--- config.mk ---
export PLATFORM = sky130hd
export DESIGN_NAME = writeback_sequencer
export DESIGN_NICKNAME = d
export VERILOG_FILES = /design/src/rtl/writeback_sequencer.sv
export SDC_FILE = /design/constraint.sdc
export NUM_CORES = 1
export LEC_CHECK = 0
export ABC_AREA = 0
export ABC_CLOCK_PERIOD_IN_PS = 2350
export BUFFER_PORTS_ARGS = -buffer_cell sky130_fd_sc_hd__buf_4
export CAP_MARGIN = 15
export CORE_MARGIN = 4
export CORE_UTILIZATION = 41
export DETAILED_ROUTE_END_ITERATION = 10
export GPL_ROUTABILITY_DRIVEN = 0
export PLACE_DENSITY = 0.82
export SYNTH_ARGS = -nofsm -noshare
export SYNTH_HDL_FRONTEND = slang
export SYNTH_SLANG_ARGS = --single-unit
--- constraint.sdc ---
create_clock -name clk -period 2.35 [get_ports clk]
set_input_delay 0.235 -clock clk [delete_from_list [all_inputs] [get_ports clk]]
set_output_delay 0.235 -clock clk [all_outputs]
set_load 0.01 [all_outputs]
--- src/rtl/writeback_sequencer.sv ---
// Retires one execute-stage result per transaction to the register file, data memory or PC.
// Owns destination routing, per-destination strobes and the timed memory-store handshake.
module writeback_sequencer #(
    parameter int WIDTH       = 32,
    parameter int REG_AW      = 5,
    parameter int MEM_TIMEOUT = 16,
    parameter int ZERO_REG    = 1
) (
    input  logic              clk,
    input  logic              rst,
    input  logic              in_valid,
    output logic              in_ready,
    input  logic [1:0]        in_sel,
    input  logic [WIDTH-1:0]  in_data,
    input  logic [REG_AW-1:0] in_rd,
    input  logic [WIDTH-1:0]  in_addr,
    output logic [1:0]        sel,
    output logic [WIDTH-1:0]  dout,
    output logic              reg_we,
    output logic [REG_AW-1:0] reg_waddr,
    output logic              mem_req,
    output logic [WIDTH-1:0]  mem_addr,
    input  logic              mem_ack,
    output logic              pc_load,
    output logic              busy,
    output logic              err
);

    localparam int CW = $clog2(MEM_TIMEOUT);

    typedef enum logic [1:0] {
        S_IDLE,
        S_REG,
        S_MEM,
        S_PC
    } state_t;

    state_t            r_state;
    logic [1:0]        r_sel;
    logic [WIDTH-1:0]  r_dout;
    logic              r_reg_we;
    logic [REG_AW-1:0] r_reg_waddr;
    logic              r_mem_req;
    logic [WIDTH-1:0]  r_mem_addr;
    logic              r_pc_load;
    logic              r_err;
    logic [CW-1:0]     r_cnt;

    logic w_accept;
    logic w_zero_suppress;
    logic w_cnt_last;
    logic w_timeout;
    logic w_done;

    assign w_accept        = in_valid && (r_state == S_IDLE);
    assign w_zero_suppress = (ZERO_REG != 0) && (in_rd == '0);
    assign w_cnt_last      = (r_cnt == CW'(MEM_TIMEOUT - 1));
    // Ack takes priority over the timeout when both land in the same cycle.
    assign w_timeout       = (r_state == S_MEM) && !mem_ack && w_cnt_last;
    assign w_done          = (r_state == S_REG) || (r_state == S_PC) ||
                             ((r_state == S_MEM) && (mem_ack || w_cnt_last));

    always_ff @(posedge clk or posedge rst) begin
        if (rst) begin
            r_state     <= S_IDLE;
            r_sel       <= 2'b00;
            r_dout      <= '0;
            r_reg_we    <= 1'b0;
            r_reg_waddr <= '0;
            r_mem_req   <= 1'b0;
            r_mem_addr  <= '0;
            r_pc_load   <= 1'b0;
            r_err       <= 1'b0;
            r_cnt       <= '0;
        end else begin
            r_reg_we  <= 1'b0;
            r_pc_load <= 1'b0;
            if (w_timeout) begin
                r_err <= 1'b1;
            end
            if (w_accept) begin
                r_dout <= in_data;
                if (in_sel[0]) begin
                    r_state     <= S_REG;
                    r_sel       <= 2'b01;
                    r_reg_waddr <= in_rd;
                    r_reg_we    <= !w_zero_suppress;
                end else if (in_sel[1]) begin
                    r_state    <= S_MEM;
                    r_sel      <= 2'b10;
                    r_mem_addr <= in_addr;
                    r_mem_req  <= 1'b1;
                    r_cnt      <= '0;
                end else begin
                    r_state   <= S_PC;
                    r_sel     <= 2'b00;
                    r_pc_load <= 1'b1;
                end
            end else if (w_done) begin
                // Return to an inert router: select, data and addresses all zero.
                r_state     <= S_IDLE;
                r_sel       <= 2'b00;
                r_dout      <= '0;
                r_reg_waddr <= '0;
                r_mem_req   <= 1'b0;
                r_mem_addr  <= '0;
                r_cnt       <= '0;
            end else if (r_state == S_MEM) begin
                r_cnt <= r_cnt + CW'(1);
            end
        end
    end

    assign in_ready  = (r_state == S_IDLE);
    assign busy      = (r_state != S_IDLE);
    assign sel       = r_sel;
    assign dout      = r_dout;
    assign reg_we    = r_reg_we;
    assign reg_waddr = r_reg_waddr;
    assign mem_req   = r_mem_req;
    assign mem_addr  = r_mem_addr;
    assign pc_load   = r_pc_load;
    assign err       = r_err;

endmodule

==> impl_metrics.json <==
{
  "cts_made_buffers": 9,
  "fmax_mhz": 565.0,
  "drt_pre_antenna_iters": 4,
  "grt_pass1_vias": 2443,
  "dieArea_um2": 8804,
  "timing.rr.start": "r_state[0]",
  "ys_seq_area_frac": 0.6711,
  "initial_utilization": 0.4187,
  "nets": 432,
  "required_ns": 2.61,
  "arrival_ns": 2.03,
  "antenna_found_initial": 0,
  "final-setup-viol-count": 0,
  "reg2reg_depth": 4,
  "critPathCaptureType": "flop",
  "cts_tree": "yes",
  "fin_worst_hold_slack_ns": 0.02247,
  "finClkSkew_ns": 0.005244,
  "clk_path_buf_depth": 2,
  "core_area_um2": 7214,
  "dpl_worst_slack_ns": 0.6084,
  "hpwl_um": 5740,
  "startpoint": "r_state[0]",
  "async_flop_share": 1.000,
  "wire_per_inst_um": 17.08,
  "routed_via_density": 5.178,
  "cts_resized": 0,
  "finalCritPeriodShare": 0.7531,
  "crit_chain": "or3b_1 -> o22ai_4 -> buf_4 -> a22o_1",
  "clkLatencyLatePin_ns": 0.33,
  "synth_nets": 279,
  "crit_path_start_kind": "flop",
  "r2r-end": "dout[22]",
  "r2r_slack_ns": 0.58,
  "netlist-cell-type-count": 31,
  "clk_pin_slew_ns": 0.08,
  "hold_violations": 0,
  "setup_tns_ns": 0,
  "drtIter0Drc": 101,
  "post_cts_buffers": 0,
  "synth_edf_count": 0,
  "drive_gt1_frac": 0.4931,
  "grt_max_degree": 45,
  "pin_count": 152,
  "crit_path_max_incr_delay_ns": 0.55,
  "postLayoutCoreUtil": 0.6096,
  "power_density_nw_per_um2": 753.6,
  "cp_slowest_cell": "or3b_1",
  "clock_sinks": 81,
  "setup_slack_ns": 0.5802,
  "diodes": 0,
  "drv_slew": 0,
  "crit_path_max_fanout": 34,
  "dieHeight_um": 93.83,
  "ys_warn_count": 0,
  "die_w_um": 93.83,
  "drc_errors": 0,
  "cts_root_buf": "clkbuf_8",
  "synth_top_area_share": 0.6711,
  "areaGrowthSynthToFinish_pct": 45.61,
  "power_mw": 3.314,
  "route.vias.total": 2382,
  "fin_crit_ns": 1.770,
  "run_status": "complete, no violations",
  "max-vdd-ir-drop_mv": 0.4579,
  "p_leak_nw": 2.335,
  "synthTopCellsByArea": "dfrtp_1 67%, a22o_1 21%, buf_6 2.6%",
  "routed_wl_um": 7857,
  "synth_area_um2": 3020,
  "worstSetupPathType": "flop to flop",
  "relSlewSlack": 0.4843,
  "cts_max_level": 3,
  "synthCells": 203,
  "grt_usage": 0.1810,
  "tightest_slew_ns": 0.7727,
  "rsz0062_at_grt": "no",
  "ys.flop_type": "dfrtp_1",
  "portBuffers": 151,
  "setup.worst_path.end": "dout[22]",
  "antenna_left": 0,
  "grt_overflow_total": 0,
  "worst-path-stages": 4,
  "crit_family": "simple AND/OR/NAND/NOR gates",
  "synth_area_per_cell_um2": 14.88,
  "hold_buffers": 0,
  "hold_class": "input port to async pin",
  "num_rows": 31,
  "path_buf_inv": 1,
  "grt_pass1_wl_um": 12420,
  "synth-seq-cells": 81,
  "synth.largest_area_cell": "dfrtp_1",
  "maxCapViolations": 0
}
==> synth_stat cells (2+ instances only) <==
master   instances
a21o_1           3
buf_6            7
dfrtp_1         81
inv_1            2
nand2_1          2
a22o_1          71
nor2_1           3
o22ai_4          2
buf_2            6
o21ai_0          2
nand3_1          3
nor2_2           2
==> flip-flops by register name, summed over array words and instances (netlist names) <==
name,cells
dout,32
r_state,2
pc_load,1
reg_we,1
err,1
reg_waddr,5
mem_req,1
r_cnt,4
mem_addr,32
sel,2
==> routing by layer <==
metal / wire length (um) / GRT usage / vias up
met3: 575 / 0.04808 / 9
li1: - / - / 1083
met1: 3285 / 0.2391 / 1187
met2: 3887 / 0.2904 / 103
met5: 0 / 0 / -
met4: 108 / 0.06017 / 0
==> worst register-to-register path, delay by kind of cell, from the launching register on <==
family          cells  cell delay [ns]
simple gates        1             0.55
compound gates      2             0.41
flops               1             0.39
buf+inv             1             0.36
==> final cells by class <==
type	instances	area, um2
repair buffers	156	1184
clock inverters	5	30.03
clock buffers	11	151.4
well taps	99	123.9
inverters	3	12.51
fillers	592	2816
multi-input cells	105	869.6
flip-flops and latches	81	2027
==> worst min-delay path by stage <==
stage	from	cells past startpoint	slack, ns	endpoint
finish	rst	2	0.02	mem_addr[25]
global route	rst	2	0.06	mem_addr[24]
CTS	rst	2	0.03	mem_addr[21]
detailed placement	rst	2	0.40	dout[6]
global placement	rst	2	0.39	dout[5]
floorplan	in_sel[0]	1	0.31	pc_load
==> cell usage in the layout (no fill, tap or decap), types with 2 or more instances in the layout <==
master,instances
clkinv_2,4
clkbuf_8,11
nor2_1,3
clkinvlp_4,2
nand2_1,2
dfrtp_1,81
a22o_1,71
nor2_2,2
o22ai_4,2
buf_4,155
o21ai_0,2
a21o_1,3
nand3_1,3
==> cells by family (layout without fill, tap and decap cells) <==
kind of cell    after synthesis  in the layout  synth area share
compound gates               84             84            0.2444
flops                        81             81            0.6711
simple gates                 19             19           0.03646
buf+inv                      17            175           0.04101
fa+ha+maj                     1              1          0.004142
xor+xnor                      1              1          0.002900
==> metrics by stage <==
| step | std cells | area, um2 |
|---|---|---|
| 5_1_grt | 460 | 4398 |
| 6_report | 460 | 4398 |
| 3_3_place_gp | 444 | 4217 |
| 4_1_cts | 460 | 4398 |
| 3_5_place_dp | 444 | 4217 |
| 2_1_floorplan | 203 | 3020 |
==> where the power goes <==
group	internal, mW	leakage (nW)	switching, mW
Sequential	1.55	1.08	0.0950
Clock	0.436	0.0911	0.470
Combinational	0.405	1.16	0.361
Total	2.39	2.34	0.926
(Power assumes the default switching activity.)
